File: src/rtl/sd_dac_8bit_if.sv
// Sample stream handshake into sd_dac_8bit: producer drives data/valid, DAC drives ready.
interface sd_dac_8bit_if #(
  parameter int unsigned BITS = 8
) ();
  logic [BITS-1:0] data;
  logic            valid;
  logic            ready;

  modport master (output data, output valid, input ready);
  modport slave  (input data, input valid, output ready);
endinterface

File: src/rtl/sd_dac_8bit.sv
// First-order sigma-delta DAC: buffers codes in a small FIFO, releases one per sample
// period and modulates it into a 1-bit pulse-density stream (ones density = code / 2^BITS).
// Optional feature macro: SDDAC_UNDERRUN_CNT_EN adds a saturating 16-bit underrun counter.
module sd_dac_8bit #(
  parameter int unsigned BITS       = 8,
  parameter int unsigned FIFO_DEPTH = 4,
  parameter int unsigned RATE_DIV   = 64
) (
  input  logic                          clk,
  input  logic                          rst,
  sd_dac_8bit_if.slave                  in_bus,
  output logic                          dac_out,
  output logic                          underrun,
  output logic [$clog2(FIFO_DEPTH):0]   level
`ifdef SDDAC_UNDERRUN_CNT_EN
  ,
  output logic [15:0]                   underrun_cnt
`endif
);

  localparam int unsigned PW = $clog2(FIFO_DEPTH);
  localparam int unsigned LW = PW + 1;
  localparam int unsigned CW = $clog2(RATE_DIV);

  typedef enum logic {StIdle, StRun} state_e;

  logic [BITS-1:0] mem [FIFO_DEPTH];
  logic [PW-1:0]   wr_ptr_q, rd_ptr_q;
  logic [LW-1:0]   level_q;
  logic [CW-1:0]   cnt_q;
  logic [BITS-1:0] cur_q, acc_q;
  logic [BITS:0]   sum;
  state_e          state_q;
  logic            dac_q, underrun_q;
  logic            tick, empty, full, push, pop;

  assign tick  = (cnt_q == CW'(RATE_DIV - 1));
  assign empty = (level_q == '0);
  assign full  = (level_q == LW'(FIFO_DEPTH));
  // Both decisions use pre-edge occupancy, so a same-edge push never feeds a same-edge pop.
  assign push  = in_bus.valid & ~full;
  assign pop   = tick & ~empty;
  assign sum   = {1'b0, acc_q} + {1'b0, cur_q};

  assign in_bus.ready = ~full;
  assign level        = level_q;
  assign dac_out      = dac_q;
  assign underrun     = underrun_q;

  // Sample period counter, free-running 0..RATE_DIV-1.
  always_ff @(posedge clk or posedge rst) begin
    if (rst) begin
      cnt_q <= '0;
    end else if (tick) begin
      cnt_q <= '0;
    end else begin
      cnt_q <= cnt_q + CW'(1);
    end
  end

  // FIFO storage; contents need no reset since occupancy gates every read.
  always_ff @(posedge clk) begin
    if (push) begin
      mem[wr_ptr_q] <= in_bus.data;
    end
  end

  // FIFO pointers and occupancy.
  always_ff @(posedge clk or posedge rst) begin
    if (rst) begin
      wr_ptr_q <= '0;
      rd_ptr_q <= '0;
      level_q  <= '0;
    end else begin
      if (push) wr_ptr_q <= wr_ptr_q + PW'(1);
      if (pop)  rd_ptr_q <= rd_ptr_q + PW'(1);
      unique case ({push, pop})
        2'b10:   level_q <= level_q + LW'(1);
        2'b01:   level_q <= level_q - LW'(1);
        default: level_q <= level_q;
      endcase
    end
  end

  // Playback FSM: loads the current code on each tick and flags underruns once running.
  always_ff @(posedge clk or posedge rst) begin
    if (rst) begin
      state_q    <= StIdle;
      cur_q      <= BITS'(1) << (BITS - 1);
      underrun_q <= 1'b0;
    end else begin
      underrun_q <= 1'b0;
      unique case (state_q)
        StIdle: begin
          if (pop) begin
            cur_q   <= mem[rd_ptr_q];
            state_q <= StRun;
          end
        end
        StRun: begin
          if (pop) begin
            cur_q <= mem[rd_ptr_q];
          end else if (tick) begin
            underrun_q <= 1'b1;
          end
        end
        default: state_q <= StIdle;
      endcase
    end
  end

  // Modulator: carry out of the accumulator is the output bit.
  always_ff @(posedge clk or posedge rst) begin
    if (rst) begin
      acc_q <= '0;
      dac_q <= 1'b0;
    end else begin
      acc_q <= sum[BITS-1:0];
      dac_q <= sum[BITS];
    end
  end

`ifdef SDDAC_UNDERRUN_CNT_EN
  logic [15:0] ucnt_q;

  assign underrun_cnt = ucnt_q;

  // Saturating count of underrun pulses.
  always_ff @(posedge clk or posedge rst) begin
    if (rst) begin
      ucnt_q <= '0;
    end else if (underrun_q && (ucnt_q != 16'hFFFF)) begin
      ucnt_q <= ucnt_q + 16'd1;
    end
  end
`endif

endmodule

File: src/flat_wrapper.sv
// flat-port wrapper written by rule: the top's interface ports become plain ports
module sd_dac_8bit_flat 
#(
  parameter int unsigned BITS       = 8,
  parameter int unsigned FIFO_DEPTH = 4,
  parameter int unsigned RATE_DIV   = 64
)
  (clk, rst, dac_out, underrun, level, in_bus_data, in_bus_valid, in_bus_ready);
  sd_dac_8bit_if #(.BITS(BITS)) in_bus_i ();
  input  logic clk;
  input  logic rst;
  output logic dac_out;
  output logic underrun;
  output logic [$clog2(FIFO_DEPTH):0] level;
  input wire logic [$bits(in_bus_i.data)-1:0] in_bus_data;
  input wire logic [$bits(in_bus_i.valid)-1:0] in_bus_valid;
  output wire logic [$bits(in_bus_i.ready)-1:0] in_bus_ready;
  assign in_bus_i.data = in_bus_data;
  assign in_bus_i.valid = in_bus_valid;
  assign in_bus_ready = in_bus_i.ready;
  sd_dac_8bit #(.BITS(BITS), .FIFO_DEPTH(FIFO_DEPTH), .RATE_DIV(RATE_DIV)) u_core (.clk(clk), .rst(rst), .in_bus(in_bus_i), .dac_out(dac_out), .underrun(underrun), .level(level));
endmodule
File: config.mk
export PLATFORM = sky130hd
export DESIGN_NAME = sd_dac_8bit_flat
export DESIGN_NICKNAME = d
export VERILOG_FILES = /design/src/rtl/sd_dac_8bit_if.sv /design/src/rtl/sd_dac_8bit.sv /design/src/flat_wrapper.sv
export SDC_FILE = /design/constraint.sdc
export NUM_CORES = 1
export LEC_CHECK = 0
export CAP_MARGIN = 5
export CORE_MARGIN = 10
export CORE_UTILIZATION = 50
export CTS_CLUSTER_DIAMETER = 200
export DETAILED_ROUTE_END_ITERATION = 6
export GPL_TIMING_DRIVEN = 0
export HOLD_SLACK_MARGIN = 0.02
export PLACE_DENSITY = 0.77
export RECOVER_POWER = 25
export SETUP_SLACK_MARGIN = 0.02
export SYNTH_ARGS = -nofsm -noshare
export SYNTH_HDL_FRONTEND = slang
export SYNTH_SLANG_ARGS = --single-unit
export TNS_END_PERCENT = 10
File: constraint.sdc
create_clock -name clk -period 3 [get_ports clk]
set_input_delay 0.6 -clock clk [delete_from_list [all_inputs] [get_ports clk]]
set_output_delay 0.6 -clock clk [all_outputs]
set_load 0.005 [all_outputs]
==> results of run 1 <==
## path summary, 6_finish.rpt
| path | from | end | slack (ns) | cells after the start |
|---|---|---|---|---|
| setup / recovery | u_core.cnt_q[0] | u_core.level[2] | 0.67 | 10 |
| hold / removal | u_core.state_q | u_core.state_q | 0.46 | 1 |
| setup reg to reg | u_core.cnt_q[0] | u_core.level[2] | 0.67 | 10 |
| hold reg to reg | u_core.state_q | u_core.state_q | 0.46 | 1 |
| max in group asynchronous | rst | u_core.rd_ptr_q[1] | 0.88 | 3 |
| min in group asynchronous | rst | u_core.dac_out | 0.61 | 2 |
## synth_stat cells, types with 2 or more instances
| cell type | n | area, um^2 |
|---|---|---|
| a21o_1 | 2 | 15.01 |
| a21oi_1 | 6 | 30.03 |
| a311o_1 | 2 | 20.02 |
| and3_1 | 5 | 31.28 |
| buf_6 | 2 | 22.52 |
| dfrtp_1 | 31 | 775.7 |
| edfxtp_1 | 32 | 960.9 |
| fa_1 | 2 | 40.04 |
| ha_1 | 14 | 175.2 |
| inv_1 | 10 | 37.54 |
| mux2_2 | 3 | 33.78 |
| mux2_4 | 6 | 90.09 |
| mux2i_1 | 2 | 20.02 |
| mux4_2 | 8 | 180.2 |
| nand2_1 | 5 | 18.77 |
| nand3_1 | 5 | 25.02 |
| nor2_1 | 6 | 22.52 |
| nor2b_1 | 2 | 12.51 |
| nor3_1 | 2 | 10.01 |
| o21ai_0 | 2 | 10.01 |
| xnor2_1 | 6 | 52.55 |
| xor2_1 | 7 | 61.31 |
## worst register-to-register path: stages (launching register included)
cell,delay [ns]
dfrtp_1,0.41
ha_1,0.25
nand2_1,0.13
nor3_4,0.20
buf_6,0.22
ha_1,0.21
inv_1,0.06
fa_1,0.37
xor2_1,0.15
nor2_1,0.11
xor2_1,0.16
## flip-flops by register name, indices dropped and copies added (netlist names)
| name | flops |
|---|---|
| u_core.mem | 32 |
| u_core.level | 3 |
| u_core.state_q | 1 |
| u_core.underrun | 1 |
| u_core.cnt_q | 6 |
| u_core.acc_q | 8 |
| u_core.wr_ptr_q | 2 |
| u_core.cur_q | 8 |
| u_core.dac_out | 1 |
| u_core.rd_ptr_q | 2 |
## power by group through the flow
stage	clock network, W	logic [W]	registers [W]
after floorplan	0	0.000185	0.00112
after global placement	0	0.000298	0.00112
after detailed placement	0	0.000308	0.00113
after CTS	0.000995	0.000308	0.00111
after global routing	0.00104	0.000344	0.00113
final	0.000984	0.000299	0.00111
## layer usage
metal,vias up,GRT usage
li1,693,-
met1,707,0.1254
met2,25,0.1814
met3,8,0.04282
met4,0,0.04937
met5,-,0
## cell families after synthesis
| kind of cell | count (synthesis) |
|---|---|
| xor+xnor | 13 |
| fa+ha+maj | 16 |
| mux | 19 |
| buf+inv | 13 |
| flops | 64 |
| simple gates | 32 |
| compound gates | 16 |
## stage by stage
step / setup WS (ns) / utilization
finish: 0.6669 / 0.6050
global route: 0.4853 / 0.6050
CTS: 0.6586 / 0.6043
detailed placement: 0.5717 / 0.5551
global placement: 0.5855 / 0.5551
floorplan: 0.8937 / -
## area by class of cell
type | instances | area (um^2)
clock inverter | 7 | 143.9
buffer | 3 | 26.28
sequential | 64 | 1763
multi-input combinational | 96 | 942.2
fill | 410 | 2148
clock buffer | 9 | 123.9
tap | 72 | 90.09
inverter | 10 | 37.54
timing repair buffer | 17 | 163.9
==> results by group, run 1 <==
CTS
  • H-tree depth: 3
  • Clock sink count: 64
  • CTS tree: built
  • Setup bufs post-CTS: 0
  • Bufs on Longest Clock Path: 2
  • Post_cts resized: 0
  • Worst-Skew Late Latency: 0.34 ns
  • Clock-pin slew on the worst setup and hold paths: 0.07 ns
  • Clk root buf: clkbuf_8
  • Clock buffer count from CTS: 9
  • # hold bufs at CTS: 0

Timing
  • Tcrit/Tclk final: 0.7777
  • Final setup vio count: 0
  • WHS: 0.4648 ns
  • Final hold vios: 0
  • Skew final: 0.007369 ns
  • Crit path time final: 2.333 ns
  • Setup_tns: 0 ns
  • Unrepaired setup endpoints after global routing: false
  • Relative slew slack: 0.09972
  • Max-slew violation count: 0
  • FMAX: 428.6 MHz
  • Tightest Pin Transition: 1.350 ns

Cells and area
  • Layout area overhead: 18.84%
  • Fraction of layout cells with a size suffix above 1: 0.1990
  • Commonest non-fill, non-tap cells in the layout: edfxtp_1, dfrtp_1, clkdlybuf4s50_1
  • Nets: 228
  • Commonest non-fill, non-tap cell in the layout: edfxtp_1
  • Final cell count without fillers: 278
  • Finished Cell Area: 3291 um^2
  • Antenna Cells: 0

Global route
  • GRT Util Overall: 0.1105
  • GR Overflow Total: 0
  • Largest net degree at the start of global routing: 33
  • Vias in the first global route: 1572
  • Initial antenna violation count: 0
  • Global-route wire length before repair: 7.500 mm

Pwr
  • Power Density: 727.8 nW/um^2
  • Clock share of power: 0.411
  • Net Sw Frac: 0.2335
  • Int Power: 0.001836 W
  • Total power: 0.002395 W
  • Worst VDD drop: 0.6019 mV
  • Flop pwr share: 0.464
  • Comb power frac: 0.125
  • Leakage: 1.385 nW
  • Psw: 0.0005591 W

Critical path
  • Critical Path Max Stage Delay: 0.41 ns
  • CP Data Arrival Time: 2.60 ns
  • Worst path cell trace: ha_1, nand2_1, nor3_4, buf_6, ha_1, inv_1, fa_1, xor2_1, nor2_1, xor2_1
  • Worst path top cell family by delay: adder cells
  • Worst path bufs/invs: 2
  • Slowest stage cell on the critical path: dfrtp_1
  • WP data required: 3.26 ns
  • Setup CP Type: flip-flop to flip-flop
  • Crit start category: flip-flop
  • Crit Path Max Fanout: 10
  • Crit. End Element: flip-flop

Place
  • Detailed-placement wirelength estimate: 2.976 mm
  • Final Wtd Congestion: 0.7138
  • # placed instances: 261
  • Dpl cell area: 3019 um^2
  • Port bufs: 16

Yosys
  • Netlist cell types: 35
  • Post-synthesis adder-cell area fraction: 0.07772
  • Multiplexer share of the synthesized area: 0.1170
  • Post-Syn Instances: 173
  • Post-synth EDFFs: 32
  • Ys async rst share: 0.5000
  • Synth Area in Compound Gates: 0.03886
  • Largest family of logic cells by synthesized area: multiplexers
  • Synthesized cell area: 2769 um^2
  • Sequential fraction of the synthesis area: 0.6367
  • Post-Synth Simple-Gate Area: 0.06552
  • Syn Area/Cell: 16.01 um^2
  • Syn nets: 200
  • Synth Register Bits: 64
  • Top_reg_cell synth: edfxtp_1
  • Syn. warnings: 0
  • Post-Synth XOR/XNOR Area: 0.04112

Floorplan
  • Core Footprint: 5439 um^2
  • Effective utilization at floorplan: 0.5091
  • # rows: 27
  • Die extent in x: 94.42 um
  • Die span in y: 94.42 um
  • Die area: 8914 um^2
  • IO Count: 17

Route
  • Antenna-violating nets left: 0
  • WL met1: 2.005 mm
  • Met2 WL post-DR: 2.124 mm
  • DRC viols: 0
  • DR vias: 1433
  • Top Layer Used: met4
  • Routed length per instance: 15.77 um
  • Met3 WL: 175 um
  • Vias per inst: 5.155
  • First-pass detailed-route iteration total: 4
  • Drt initial violations: 35
  • Wirelength, routed: 4.383 mm

Outcome
  • Outcome: complete, no violations

Worst hold path
  • Hold Path Class: flip-flop to flip-flop

Flow run
  • Max Cap Violations: 0
Power figures use the tool's default switching activity.
==> inputs of run 2 (changes only) <==
--- a/config.mk
+++ b/config.mk
@@ -12,7 +12,7 @@
 export DETAILED_ROUTE_END_ITERATION = 6
 export GPL_TIMING_DRIVEN = 0
 export HOLD_SLACK_MARGIN = 0.02
-export PLACE_DENSITY = 0.77
+export PLACE_DENSITY = 0.8
 export RECOVER_POWER = 25
 export SETUP_SLACK_MARGIN = 0.02
 export SYNTH_ARGS = -nofsm -noshare
==> constraint.sdc (replaced) <==
create_clock -name clk -period 2.13 [get_ports clk]
set_input_delay 0.426 -clock clk [delete_from_list [all_inputs] [get_ports clk]]
set_output_delay 0.426 -clock clk [all_outputs]
set_load 0.005 [all_outputs]
==> results by group, run 2 (synthesis gave the netlist of run 1 again) <==
Floorplan
  • # rows: 27
  • Die area: 8914 um^2
  • Core Footprint: 5439 um^2
  • IO Count: 17
  • Die extent in x: 94.42 um
  • Effective utilization at floorplan: 0.5091
  • Die span in y: 94.42 um

Timing
  • Tightest Pin Transition: 1.074 ns
  • FMAX: 497.8 MHz
  • Setup ws final: 0.1213 ns
  • Crit path time final: 2.009 ns
  • Skew final: 0.005850 ns
  • Max-slew violation count: 0
  • Relative slew slack: 0.2830
  • Final hold vios: 0
  • Final setup vio count: 0
  • Tcrit/Tclk final: 0.9430

Cells and area
  • Commonest non-fill, non-tap cell in the layout: edfxtp_1
  • Nets: 236
  • Antenna Cells: 0
  • Area of the multi-input gates: 972.2 um^2
  • Max reg flops: 32
  • Finished Cell Area: 3302 um^2
  • Layout area overhead: 19.25%
  • Fraction of layout cells with a size suffix above 1: 0.2430
  • Largest registers: u_core.mem: 32 flops, u_core.acc_q: 8 flops, u_core.cur_q: 8 flops
  • Final Core Density: 0.6071
  • Commonest non-fill, non-tap cells in the layout: edfxtp_1, dfrtp_1, clkdlybuf4s50_1
  • Fillers: 388
  • Biggest register: u_core.mem
  • Register area: 1765 um^2

Critical path
  • Reg-to-Reg Start: u_core.cnt_q[0]
  • Crit Path Max Fanout: 3
  • CP Data Arrival Time: 2.26 ns
  • Setup CP Type: flip-flop to flip-flop
  • CP startpoint: u_core.cnt_q[0]
  • FF-to-FF setup slack: 0.12 ns
  • Crit. End Element: flip-flop
  • Crit start category: flip-flop
  • R2R cell count: 10
  • WP data required: 2.38 ns

Global route
  • Largest net degree at the start of global routing: 33
  • GR Overflow Total: 0
  • Initial antenna violation count: 0
  • GRT Util Overall: 0.1067
  • Vias in the first global route: 1496
  • Global-route wire length before repair: 7.210 mm

Pwr
  • Leakage: 1.403 nW
  • Net Sw Frac: 0.2519
  • Worst VDD drop: 0.8213 mV
  • Clock share of power: 0.316
  • Power Density: 904.5 nW/um^2
  • Flop pwr share: 0.529
  • Int Power: 0.002234 W
  • Comb power frac: 0.155
  • Psw: 0.0007523 W

Route
  • Routed length per instance: 15.29 um
  • Wirelength, routed: 4.373 mm
  • First-pass detailed-route iteration total: 3
  • DRC viols: 0
  • Drt initial violations: 64
  • DR vias: 1432
  • Antenna-violating nets left: 0
  • Vias per inst: 5.007

CTS
  • CTS tree: built
  • # hold bufs at CTS: 0
  • Clk root buf: clkbuf_8
  • Worst-Skew Late Latency: 0.33 ns
  • Clock buffer count from CTS: 9
  • Bufs on Longest Clock Path: 2
  • Clock sink count: 64
  • H-tree depth: 3
  • Clock-pin slew on the worst setup and hold paths: 0.07 ns

Place
  • Port bufs: 16
  • Final Wtd Congestion: 0.6987
  • Detailed-placement wirelength estimate: 3.035 mm
  • Setup WS pre-CTS: -0.1905 ns
  • Dpl cell area: 3019 um^2

Outcome
  • Outcome: complete, no violations

Worst hold path
  • Hold Path Class: primary input to asynchronous set/reset pin

Flow run
  • Max Cap Violations: 0
==> run 2: final timing paths <==
kind,to
worst max-delay path,u_core.level[2]
worst min-delay path,u_core.cnt_q[4]
worst max register to register,u_core.level[2]
worst min register to register,u_core.cnt_q[4]
max in group asynchronous,u_core.rd_ptr_q[0]
min in group clk,u_core.cnt_q[4]
==> run 2: timing repair <==
item,in CTS,in global routing
endpoints found under the setup margin,2,1
pin swaps,3,3
gates resized for setup,6,4
buffers inserted,4,4
==> run 2: worst max-delay path, stage by stage (launching register included) <==
cell and delay, ns:
dfrtp_1 0.40, ha_4 0.16, nand2_1 0.09, nor3_4 0.16, buf_6 0.13, ha_1 0.17, inv_1 0.07, fa_2 0.34
xor2_1 0.14, nor2_1 0.11, xor2_1 0.15
==> run 2: layer usage <==
layer  wire (um)  share of wire  track usage  vias to the layer above
li1            -              -            -                      711
met1        1924           0.44       0.1251                      695
met2        2234           0.51       0.1711                       18
met3         154          0.035      0.03727                        8
met4          61          0.014      0.05316                        0
met5           0              0            0                        -
==> run 2: stage by stage <==
step / total power [W] / std cells / setup TNS, ns / hold WS (ns)
floorplan: 0.001835 / 173 / 0 / 0.4302
global placement: 0.002000 / 261 / -0.1233 / 0.4517
detailed placement: 0.002040 / 261 / -0.1905 / 0.4606
CTS: 0.003001 / 281 / 0 / 0.4765
global route: 0.003128 / 286 / -0.0005542 / 0.4559
finish: 0.002987 / 286 / 0 / 0.4429
==> run 2: power groups by stage <==
stage                     Clock [W]  Sequential, W  Combinational [W]
final                      0.000945        0.00158           0.000463
after CTS                  0.000969        0.00157           0.000458
after detailed placement          0        0.00159           0.000447
after global routing        0.00102        0.00160           0.000516
after global placement            0        0.00159           0.000415
after floorplan                   0        0.00157           0.000261
==> run 2: area by class of cell <==
class                           instances  area share
Multi-Input combinational cell         96      0.2944
Buffer                                  3    0.007958
Clock inverter                          6     0.01516
Tap cell                               72     0.02728
Timing Repair Buffer                   25     0.07048
Sequential cell                        64      0.5347
Inverter                               10     0.01137
Clock buffer                           10     0.03865
==> inputs of run 3 (changes only) <==
--- a/config.mk
+++ b/config.mk
@@ -12,8 +12,7 @@
 export DETAILED_ROUTE_END_ITERATION = 6
 export GPL_TIMING_DRIVEN = 0
 export HOLD_SLACK_MARGIN = 0.02
-export PLACE_DENSITY = 0.8
-export RECOVER_POWER = 25
+export PLACE_DENSITY = 0.77
 export SETUP_SLACK_MARGIN = 0.02
 export SYNTH_ARGS = -nofsm -noshare
 export SYNTH_HDL_FRONTEND = slang
==> constraint.sdc (replaced) <==
create_clock -name clk -period 2.3 [get_ports clk]
set_input_delay 0.46 -clock clk [delete_from_list [all_inputs] [get_ports clk]]
set_output_delay 0.46 -clock clk [all_outputs]
set_load 0.005 [all_outputs]
==> results by group, run 3 (synthesis gave the netlist of run 1 again) <==
Pwr
  • Clock share of power: 0.408
  • Flop pwr share: 0.461
  • Int Power: 0.002406 W
  • Power Density: 938.9 nW/um^2
  • Worst VDD drop: 0.7719 mV
  • Psw: 0.0007431 W
  • Leakage: 1.413 nW
  • Comb power frac: 0.130
  • Net Sw Frac: 0.2360

CTS
  • CTS tree: built
  • # hold bufs at CTS: 0
  • Bufs on Longest Clock Path: 2
  • Clk root buf: clkbuf_8
  • Clock buffer count from CTS: 9
  • Clock-pin slew on the worst setup and hold paths: 0.07 ns
  • Worst-Skew Late Latency: 0.34 ns
  • H-tree depth: 3
  • Clock sink count: 64

Route
  • Antenna-violating nets left: 0
  • Wirelength, routed: 4.478 mm
  • DRC viols: 0
  • Drt initial violations: 45
  • DR vias: 1492
  • Vias per inst: 5.291
  • Routed length per instance: 15.88 um
  • First-pass detailed-route iteration total: 4

Cells and area
  • Biggest register: u_core.mem
  • Commonest non-fill, non-tap cells in the layout: edfxtp_1, dfrtp_1, clkdlybuf4s50_1
  • Final Core Density: 0.6167
  • Layout area overhead: 21.15%
  • Antenna Cells: 0
  • Nets: 232
  • Finished Cell Area: 3354 um^2
  • Fraction of layout cells with a size suffix above 1: 0.2476
  • Commonest non-fill, non-tap cell in the layout: edfxtp_1
  • Largest registers: u_core.mem: 32 flops, u_core.acc_q: 8 flops, u_core.cur_q: 8 flops
  • Max reg flops: 32

Floorplan
  • Die span in y: 94.42 um
  • IO Count: 17
  • Die extent in x: 94.42 um
  • Effective utilization at floorplan: 0.5091
  • # rows: 27
  • Core Footprint: 5439 um^2
  • Die area: 8914 um^2

Timing
  • FMAX: 472.9 MHz
  • Skew final: 0.007782 ns
  • Tightest Pin Transition: 0.5322 ns
  • Final hold vios: 0
  • Setup_tns: 0 ns
  • Max-slew violation count: 0
  • Crit path time final: 2.115 ns
  • Final setup vio count: 0
  • Unrepaired setup endpoints after global routing: false
  • Relative slew slack: 0.6452
  • Tcrit/Tclk final: 0.9194

Critical path
  • Setup CP Type: flip-flop to flip-flop
  • Crit start category: flip-flop
  • CP Data Arrival Time: 2.38 ns
  • WP data required: 2.56 ns
  • Crit Path Max Fanout: 4
  • Crit. End Element: flip-flop

Global route
  • Largest net degree at the start of global routing: 33
  • Global-route wire length before repair: 7.541 mm
  • GR Overflow Total: 0
  • GRT Util Overall: 0.1109
  • Vias in the first global route: 1579
  • Initial antenna violation count: 0

Outcome
  • Outcome: complete, no violations

Place
  • Final Wtd Congestion: 0.7138
  • Dpl cell area: 3019 um^2
  • Detailed-placement wirelength estimate: 2.976 mm
  • Port bufs: 16

Worst hold path
  • Hold Path Class: primary input to asynchronous set/reset pin

Flow run
  • Max Cap Violations: 0
[run 3: cell count changes in the layout (fill, tap and decap cells not counted), sizes merged]
cell / delta
dlymetal6s2s: -1
bufinv: +3
dlygate4sd3: -1
clkinv: -4
clkbuf: -1
clkinvlp: +2
clkdlybuf4s50: +1
buf: -3
[run 3: path summary, 6_finish.rpt]
kind / start / end / slack (ns) / cells past startpoint
worst max-delay path: u_core.cnt_q[1] / u_core.level[2] / 0.19 / 10
worst min-delay path: rst / u_core.dac_out / 0.35 / 2
worst max register to register: u_core.cnt_q[1] / u_core.level[2] / 0.19 / 10
worst min register to register: u_core.state_q / u_core.state_q / 0.47 / 1
max in group asynchronous: rst / u_core.cur_q[7] / 1.47 / 3
min in group clk: u_core.state_q / u_core.state_q / 0.47 / 1
[run 3: power by group through the flow]
| stage | Combinational [W] | Sequential, W | Clock [W] |
|---|---|---|---|
| 3_3_place_gp | 0.000389 | 0.00147 | 0 |
| 2_1_floorplan | 0.000242 | 0.00146 | 0 |
| 6_report | 0.000411 | 0.00145 | 0.00129 |
| 3_5_place_dp | 0.000402 | 0.00148 | 0 |
| 5_1_grt | 0.000467 | 0.00147 | 0.00136 |
| 4_1_cts | 0.000402 | 0.00145 | 0.00130 |
[run 3: worst max-delay path: stages, from the launching register on]
cell and delay (ns):
dfrtp_1 0.40, ha_2 0.22, nand2_2 0.08, nor3_4 0.22
buf_6 0.14, ha_2 0.18, inv_1 0.05, fa_2 0.33
xor2_1 0.14, nor2_1 0.12, xor2_1 0.16
[run 3: area by class of cell]
cell class / instances / area, um^2
Inverter: 10 / 37.54
Clock buffer: 9 / 123.9
Timing Repair Buffer: 21 / 210.2
Clock inverter: 7 / 143.9
Tap cell: 72 / 90.09
Sequential cell: 64 / 1763
Fill cell: 401 / 2085
Buffer: 3 / 26.28
Multi-Input combinational cell: 96 / 959.7
[run 3: per-layer routing]
metal  up-vias  global-route usage  wire length (um)  share of wire
met3        12             0.04282               179          0.040
met1       748              0.1279              2047           0.46
met2        30              0.1796              2169           0.48
met5         -                   0                 0              0
met4         0             0.04937                82          0.018
li1        702                   -                 -              -
[run 3: through the flow]
step                      power [W]  hold WS, ns  instances  setup slack [ns]
after floorplan            0.001699       0.4302        173            0.1937
after global placement     0.001854       0.4454        261        -0.0001199
final                      0.003149       0.3497        282            0.1853
after global routing       0.003296       0.3564        282           0.03436
after CTS                  0.003153       0.4688        278           0.06962
after detailed placement   0.001878       0.4499        261         -0.006501
[run 3: timing repair]
| action | in CTS | in global routing |
|---|---|---|
| gates resized for setup | 0 | 6 |
| cloned | 0 | 0 |
| endpoints found under the setup margin | 1 | 1 |
| buffers inserted | 1 | 3 |
| pin swaps | 0 | 3 |
